### config.mk
export PLATFORM = sky130hd
export DESIGN_NAME = clk_div_multi
export DESIGN_NICKNAME = d
export VERILOG_FILES = /design/src/rtl/clk_div_pkg.sv /design/src/rtl/clk_div_ch.sv /design/src/rtl/clk_div_multi.sv
export SDC_FILE = /design/constraint.sdc
export NUM_CORES = 1
export LEC_CHECK = 0
export CORE_UTILIZATION = 50
export DETAILED_ROUTE_END_ITERATION = 10
export GPL_ROUTABILITY_DRIVEN = 0
export PLACE_DENSITY_LB_ADDON = 0.12
export SLEW_MARGIN = 0
export SYNTH_ARGS = -nofsm -noshare
export SYNTH_HDL_FRONTEND = slang
export SYNTH_SLANG_ARGS = --single-unit
### constraint.sdc
create_clock -name clk -period 12.65 [get_ports clk]
set_clock_uncertainty 0.05 [all_clocks]
set_input_delay 1.8975 -clock clk [delete_from_list [all_inputs] [get_ports clk]]
set_output_delay 1.8975 -clock clk [all_outputs]
set_load 0.005 [all_outputs]
### src/rtl/clk_div_pkg.sv
// rtl/clk_div_pkg.sv - shared constants and helpers for the multi-channel clock divider
package clk_div_pkg;

  localparam int unsigned CLK_HZ     = 100_000_000;
  localparam int unsigned HALF_500HZ = 100_000;
  localparam int unsigned HALF_1HZ   = 50_000_000;
  localparam int unsigned HALF_2HZ   = 25_000_000;

  // Half-period in clk cycles for a target output frequency; 0 Hz maps to P=0 (channel off).
  function automatic int unsigned half_of(input int unsigned hz);
    if (hz == 0) return 0;
    return CLK_HZ / (2 * hz);
  endfunction

endpackage

### src/rtl/clk_div_ch.sv
// rtl/clk_div_ch.sv - one divider channel: half-period counter, square wave, tick strobe
module clk_div_ch
  import clk_div_pkg::*;
#(
  parameter int          CNT_W    = 32,
  parameter int unsigned DEF_HALF = HALF_500HZ
) (
  input  logic             clk,
  input  logic             rst,
  input  logic             en,
  input  logic             clear,
  input  logic             load,
  input  logic [CNT_W-1:0] load_val,
  output logic             sq,
  output logic             tick,
  output logic             busy
);

  logic [CNT_W-1:0] count;
  logic [CNT_W-1:0] half;
  logic [CNT_W-1:0] half_nxt;
  logic [CNT_W-1:0] term;

  // busy tracks the divisor that will be in force after this edge
  assign half_nxt = load ? load_val : half;
  // P=0 is excluded before the compare, so the wrap of 0-1 is never used
  assign term     = half - CNT_W'(1);

  // Count, toggle and strobe; sync/write restart the count and override a terminal count
  always_ff @(posedge clk or posedge rst) begin
    if (rst) begin
      count <= '0;
      half  <= CNT_W'(DEF_HALF);
      sq    <= 1'b0;
      tick  <= 1'b0;
      busy  <= 1'b0;
    end else begin
      busy <= en && (half_nxt != '0);
      if (load) begin
        half <= load_val;
      end
      if (clear || load) begin
        count <= '0;
        tick  <= 1'b0;
        if (clear) begin
          sq <= 1'b0;
        end
      end else if (!en || (half == '0)) begin
        count <= '0;
        sq    <= 1'b0;
        tick  <= 1'b0;
      end else if (count == term) begin
        count <= '0;
        sq    <= ~sq;
        tick  <= 1'b1;
      end else begin
        count <= count + CNT_W'(1);
        tick  <= 1'b0;
      end
    end
  end

endmodule

### src/rtl/clk_div_multi.sv
// rtl/clk_div_multi.sv - N_CH independent programmable clock dividers with global sync
module clk_div_multi
  import clk_div_pkg::*;
#(
  parameter int          N_CH     = 4,
  parameter int          CNT_W    = 32,
  parameter int unsigned DEF_HALF = HALF_500HZ,
  localparam int         WR_W     = (N_CH > 1) ? $clog2(N_CH) : 1
) (
  input  logic             clk,
  input  logic             rst,
  input  logic [N_CH-1:0]  en,
  input  logic             sync,
  input  logic             wr_en,
  input  logic [WR_W-1:0]  wr_ch,
  input  logic [CNT_W-1:0] wr_half,
  output logic [N_CH-1:0]  sq,
  output logic [N_CH-1:0]  tick,
  output logic [N_CH-1:0]  busy
);

  logic [N_CH-1:0] load;

  // Channel index decode; an out-of-range wr_ch matches no channel and is dropped
  for (genvar i = 0; i < N_CH; i++) begin : g_ch
    assign load[i] = wr_en && (wr_ch == WR_W'(i));

    clk_div_ch #(
      .CNT_W    (CNT_W),
      .DEF_HALF (DEF_HALF)
    ) u_ch (
      .clk      (clk),
      .rst      (rst),
      .en       (en[i]),
      .clear    (sync),
      .load     (load[i]),
      .load_val (wr_half),
      .sq       (sq[i]),
      .tick     (tick[i]),
      .busy     (busy[i])
    );
  end

endmodule

After elaboration in Yosys (flattened, before gate mapping)
Index checks and enable logic that the tools add are counted.

Mux-type cells: 41. Add/subtract/negate cells: 8. Reduce and logical (&&, ||, !) cells: 37. Bitwise gates (word level): 4. Eq/ne operators: 11.

Operators with widths (number): 2-to-1 mux 32 bit (16); adder 32 x 1 -> 32 bit, second input constant (4); equality test 32 bit (4); zero test 32 bit (4); nonzero test 32 bit (4); subtractor 32 x 1 -> 32 bit, second input constant (4); 2-to-1 mux 1 bit (25); nonzero test 3 bit (4); logical AND 1 bit (8); logical OR 1 bit (8); != test 2 bit, second input constant (4); AND reduction 2 bit (4); equality test 2 bit, second input constant (2); zero test 1 bit (4); inverter 1 bit (4); equality test 2 x 1 -> 1 bit, second input constant (1); zero test 2 bit (1).

Word-level logic and storage cells: 121. Output and inout port bits: 12. Register bits after elaboration: 268.

Logic depth before layout (Yosys ltp)
Word-level depth: 5. Depth in mapped cells: 13. Mapped depth without buffers: 11.

By module
From an unflattened synthesis, not the netlist that was laid out.

Cells, all modules: 1708. Area total of the unflattened synthesis: 16771.1 um^2.

By module, submodules not included: clk_div_ch (g_ch[2].u_ch ...) (area an instance 4296.6 um^2, instances 2, cells an instance 437, seq. area each 1684.1 um^2); clk_div_ch (g_ch[0].u_ch ...) (area an instance 4070.2 um^2, instances 2, cells an instance 415, seq. area each 1684.1 um^2); clk_div_multi (area an instance 37.5 um^2, instances 1, cells an instance 4, seq. area each 0.0 um^2).

Least setup slack after synthesis
No wires, ideal clock.

Kind: in2reg. Start point: in wr_ch[0]. End point: reg g_ch[0].u_ch.busy. Arrival: 3674 ps. Buffers on the path: 2. Required time: 12481 ps. Setup slack: 8807 ps. Stages on the path: 7. Setup time: 119 ps. Path through: nor3b_1 clkbuf_1 clkbuf_1 mux2_2 nor4_1 nand4_1 o21a_1.

Cells in the longest elaborated chain, start to end: 5.

Ends and longest elaborated chain: start: declaration (RTL line clk_div_multi.sv:15) `input logic [WR_W-1:0] wr_ch,`; zero test 2 bit (RTL line clk_div_multi.sv:26) `assign load[i] = wr_en && (wr_ch == WR_W'(i));`; logical AND 1 bit (RTL line clk_div_multi.sv:26); 2-to-1 mux 32 bit; net g_ch[0].u_ch.half_nxt[30] (RTL line clk_div_ch.sv:21) `logic [CNT_W-1:0] half_nxt;`; nonzero test 32 bit (RTL line clk_div_ch.sv:38) `busy <= en && (half_nxt != '0);`; logical AND 1 bit (RTL line clk_div_ch.sv:38); end signal: assignment (RTL line clk_div_ch.sv:38); end: declaration (RTL line clk_div_ch.sv:16) `output logic busy`.

The timed path passes the listed nets, and every way through them passes these cells. A chain may end at the register's enable or synchronous reset.

Worst setup path in the final report
Start point: reg g_ch[1].u_ch.half[0]. End point: reg g_ch[1].u_ch.count[10].

Cells in the longest elaborated chain, start to end: 5. Elaborated cells between the ends (all ways): 7.

Ends and longest elaborated chain: start: declaration (RTL line clk_div_ch.sv:20) `logic [CNT_W-1:0] half;`; start signal: assignment (RTL line clk_div_ch.sv:33) `half <= CNT_W'(DEF_HALF);`; start signal: assignment (RTL line clk_div_ch.sv:40) `half <= load_val;`; subtractor 32 x 1 -> 32 bit (RTL line clk_div_ch.sv:27) `assign term = half - CNT_W'(1);`; equality test 32 bit (RTL line clk_div_ch.sv:52) `end else if (count == term) begin`; 2-to-1 mux 32 bit (RTL line clk_div_ch.sv:52); 2-to-1 mux 32 bit * (RTL line clk_div_ch.sv:48) `end else if (!en || (half == '0)) begin`; 2-to-1 mux 32 bit * (RTL line clk_div_ch.sv:42) `if (clear || load) begin`; end signal: assignment (RTL line clk_div_ch.sv:57) `count <= count + CNT_W'(1);`; end: declaration (RTL line clk_div_ch.sv:19) `logic [CNT_W-1:0] count;`.

Every way passes the cells marked *; elsewhere a longest branch is shown, timed or not.

==> reports/metrics.json <==
{
  "timing.hold.worst_path_depth": {"value": 1},
  "clkSlewWorstSetupHoldPaths": {"value": 0.06, "unit": "ns"},
  "critical_path_required": {"value": 13.01, "unit": "ns"},
  "via_count": {"value": 12490},
  "hold_path_end": {"value": "g_ch[3].u_ch.count[0]$_DFF_PP0_"},
  "power.switching_fraction": {"value": 0.2960},
  "p_int": {"value": 0.001717, "unit": "W"},
  "core_area": {"value": 31640, "unit": "sq um"},
  "power_frac_clock": {"value": 0.382},
  "insertion_delay": {"value": 0.56, "unit": "ns"},
  "timing_max_transition_violations_final": {"value": 0},
  "start_util": {"value": 0.5105},
  "area.growth.synth_to_final": {"value": 11.27, "unit": "%"},
  "ant_nets": {"value": 0},
  "cts_repair_resize_count": {"value": 0},
  "worst_hold_path_type": {"value": "register to register"},
  "drt_initial_violations": {"value": 750},
  "ys_ff_latch": {"value": 268},
  "synth-async-reset-ratio": {"value": 1.000},
  "syn-mean-instance-area": {"value": 9.695, "unit": "sq um"},
  "io_buffer_count": {"value": 53},
  "worstRegToRegCells": {"value": 9},
  "cp_cell_sequence": {"value": "nor4_1 > nand2_1 > or4b_2 > xnor2_1 > or4_1 > nor4_1 > nand4_1 > nand3_2 > nor2_1"},
  "postCtsHoldBufs": {"value": 0},
  "yosys_most_used_dff": {"value": "dfrtp_1"},
  "place.detailed.hpwl": {"value": 30620, "unit": "um"},
  "route.detailed.wl_per_inst": {"value": 19.84, "unit": "um"},
  "floorplan.rows": {"value": 65},
  "route.detailed.drc": {"value": 0},
  "num-nets-final": {"value": 1738},
  "r2r-start": {"value": "g_ch[1].u_ch.half[0]$_DFF_PP0_"},
  "cts_made_buffers": {"value": 30},
  "tightest_slew": {"value": 0.9911, "unit": "ns"},
  "fraction_of_the_yosys_area_taken_by_sequential_cells": {"value": 0.4171},
  "p_sw": {"value": 0.0007219, "unit": "W"},
  "synthesized_area_fraction_occupied_by_ao_oa_aoi_and_oai_cells": {"value": 0.06073},
  "cts_htree_levels": {"value": 1},
  "synth_enable_flop_cells": {"value": 0},
  "grt_start_max_net_pins": {"value": 143},
  "max_clock_freq": {"value": 243.5, "unit": "MHz"},
  "critical_path.max_fanout": {"value": 32},
  "p_leak": {"value": 6.914, "unit": "nW"},
  "finalWorstSetupSlack": {"value": 8.543, "unit": "ns"},
  "timing.final.crit_share": {"value": 0.3247},
  "fp.dieW": {"value": 181.7, "unit": "um"},
  "antenna_violations_before_repair": {"value": 3},
  "ir_drop": {"value": 0.1053, "unit": "mV"},
  "worstReg2RegEnd": {"value": "g_ch[1].u_ch.count[10]$_DFF_PP0_"},
  "worst_path_largest_cell_delay": {"value": 0.67, "unit": "ns"},
  "worst-endpoint-arrival": {"value": 4.47, "unit": "ns"},
  "synth_simple_gate_area_share": {"value": 0.2436},
  "power_density_over_the_cells": {"value": 135.7, "unit": "nW/um^2"},
  "detail_route.first_pass.iterations": {"value": 7},
  "drive_above_1_share": {"value": 0.1425},
  "ff2ff_setup_slack": {"value": 8.54, "unit": "ns"},
  "ports": {"value": 54},
  "pre_cts_slack": {"value": 8.284, "unit": "ns"},
  "comb_power_share": {"value": 0.171},
  "synth.lib_cells_used.distinct": {"value": 76},
  "groute.usage.overall": {"value": 0.2584},
  "die_height": {"value": 181.7, "unit": "um"},
  "clock-root-buffer": {"value": "clkbuf_16"},
  "syn-instance-count": {"value": 1666},
  "finalCriticalPeriod": {"value": 4.107, "unit": "ns"},
  "status": {"value": "complete, no violations"},
  "hold_fails_final_rpt": {"value": 0},
  "critical_path_class": {"value": "register to register"},
  "post_synth_net_total": {"value": 1716},
  "route.detailed.vias_per_inst": {"value": 5.904},
  "synth_top_family_by_area": {"value": "simple AND/OR/NAND/NOR gates"},
  "first_global_vias": {"value": 12320},
  "yosys_warnings": {"value": 0},
  "hold_path_startpoint": {"value": "g_ch[3].u_ch.count[0]$_DFF_PP0_"},
  "endpoint_kind": {"value": "register"},
  "power_frac_seq": {"value": 0.447},
  "clock_buffer_depth": {"value": 3},
  "worst_path_most_repeated_cell": {"value": "nor4_1"},
  "cts_sinks": {"value": 268},
  "die_area": {"value": 33030, "unit": "sq um"},
  "fin_setup_tns": {"value": 0, "unit": "ns"},
  "setup_bufs_post_cts": {"value": 0},
  "worst_case_headroom_to_the_max_slew_limit": {"value": 0.3393},
  "unrepaired_setup_endpoints_after_global_routing": {"value": "false"},
  "finalWirelength": {"value": 41960, "unit": "um"},
  "mappedNetlistArea": {"value": 16150, "unit": "sq um"},
  "cap_viol_max_count": {"value": 0},
  "synth_fa_ha_area_frac": {"value": 0.006197},
  "startpoint_type": {"value": "register"},
  "timing.final.setup_violations": {"value": 0},
  "timing.critical_path.slowest_stage_cell": {"value": "or4b_2"},
  "grt.overflow.total": {"value": 0},
  "synth_mux_area_frac": {"value": 0.09606},
  "synth_xor_area_frac": {"value": 0.1475},
  "grt_first_pass_wirelength": {"value": 67320, "unit": "um"},
  "tritoncts_clock_tree": {"value": "yes"}
}
-- worst max-delay path by stage --
stage          depth (start not counted)  slack (ns)                          endpoint                           start
3_5_place_dp                           7        8.28       g_ch[0].u_ch.busy$_DFF_PP0_                           wr_en
5_1_grt                               11        8.26   g_ch[1].u_ch.count[6]$_DFF_PP0_  g_ch[1].u_ch.half[0]$_DFF_PP0_
3_3_place_gp                           7        8.35       g_ch[0].u_ch.busy$_DFF_PP0_                           wr_en
6_report                               9        8.54  g_ch[1].u_ch.count[10]$_DFF_PP0_  g_ch[1].u_ch.half[0]$_DFF_PP0_
2_1_floorplan                          1        3.36       g_ch[0].u_ch.busy$_DFF_PP0_                             rst
4_1_cts                                9        8.51  g_ch[1].u_ch.count[10]$_DFF_PP0_  g_ch[1].u_ch.half[1]$_DFF_PP0_
-- routing by layer --
layer,vias to the layer above,track usage,wire [um]
met4,4,0.09119,1369
met3,89,0.04693,2199
met5,-,0,24
met2,278,0.4237,19510
met1,6116,0.3429,18860
li1,5999,-,-
-- power by group through the flow --
stage / registers (W) / clock network [W] / logic, W
after CTS: 0.00109 / 0.000952 / 0.000416
after global placement: 0.00110 / 0 / 0.000405
after floorplan: 0.00104 / 0 / 0.000336
after detailed placement: 0.00110 / 0 / 0.000413
after global routing: 0.00110 / 0.000986 / 0.000457
final: 0.00109 / 0.000932 / 0.000416
-- worst max-delay path, delay by kind of cell (launching register included) --
family        cells  cell delay, ns
simple gates      8            3.27
flops             1            0.48
xor+xnor          1            0.15
-- cells by family (layout without fill, tap and decap cells) --
kind of cell               Yosys count  count (layout)
xor gates and xnor gates           272             272
and+or+nand+nor                    738             738
AOI/OAI and AO/OA                  141             141
other                                0               1
muxes                              139             139
adders and majority gates            8               8
buffers and inverters              100             146
DFF                                268             268
-- cell type report --
cell class                      count  area (sq um)
Timing Repair Buffer               62         598.1
Multi-Input combinational cell   1298          8954
Clock inverter                     13         175.2
Clock buffer                       43         890.9
Inverter                           28         112.6
Sequential cell                   268          6736
Antenna cell                        1         2.502
Tap cell                          402         503.0
Fill cell                        2755         13660
-- cells in the mapped netlist, types with 22 or more instances --
cell type | instances | area share
xnor2_1 | 135 | 0.073
nand4_1 | 42 | 0.016
o21ai_0 | 31 | 0.0096
clkbuf_1 | 41 | 0.0095
nor2_1 | 219 | 0.051
inv_1 | 28 | 0.0065
or4_1 | 22 | 0.010
dfstp_2 | 24 | 0.039
and3_1 | 39 | 0.015
nand2_1 | 91 | 0.021
xor2_1 | 137 | 0.074
nor4_1 | 57 | 0.022
dfrtp_1 | 244 | 0.38
nand3_1 | 83 | 0.026
nor3_1 | 56 | 0.017
mux2_2 | 128 | 0.089
or3_1 | 22 | 0.0085
-- placed cells by master (no fill, tap or decap), drive strengths merged, types with 22 or more instances in the layout --
| cell type | synthesis | final |
|---|---|---|
| clkbuf | 42 | 43 |
| nor4 | 65 | 65 |
| xor2 | 137 | 137 |
| o21ai | 31 | 31 |
| dfrtp | 244 | 244 |
| dfstp | 24 | 24 |
| inv | 28 | 29 |
| or4 | 25 | 25 |
| mux2 | 128 | 128 |
| nor3 | 56 | 56 |
| and3 | 41 | 41 |
| nand4 | 43 | 43 |
| or3 | 22 | 22 |
| clkdlybuf4s50 | 0 | 53 |
| nand3 | 85 | 85 |
| xnor2 | 135 | 135 |
| nand2 | 91 | 91 |
| nor2 | 219 | 219 |
-- registers in the layout, summed over array words and instances (netlist names) --
register and flops:
g_ch.u_ch.count 128, g_ch.u_ch.sq 4, g_ch.u_ch.half 128, g_ch.u_ch.busy 4, g_ch.u_ch.tick 4
-- through the flow --
step / instance area [sq um] / instances / hold WS [ns] / power (W) / utilization
6_report: 17970 / 2115 / 0.4845 / 0.002439 / 0.5681
5_1_grt: 17970 / 2114 / 0.5140 / 0.002548 / 0.5680
4_1_cts: 17970 / 2114 / 0.4818 / 0.002457 / 0.5680
3_5_place_dp: 16900 / 2058 / 0.4732 / 0.001518 / 0.5343
3_3_place_gp: 16900 / 2058 / 0.4719 / 0.001506 / 0.5343
2_1_floorplan: 16150 / 1666 / 0.4340 / 0.001377 / -
No activity file was read; power rests on OpenSTA's default activity.
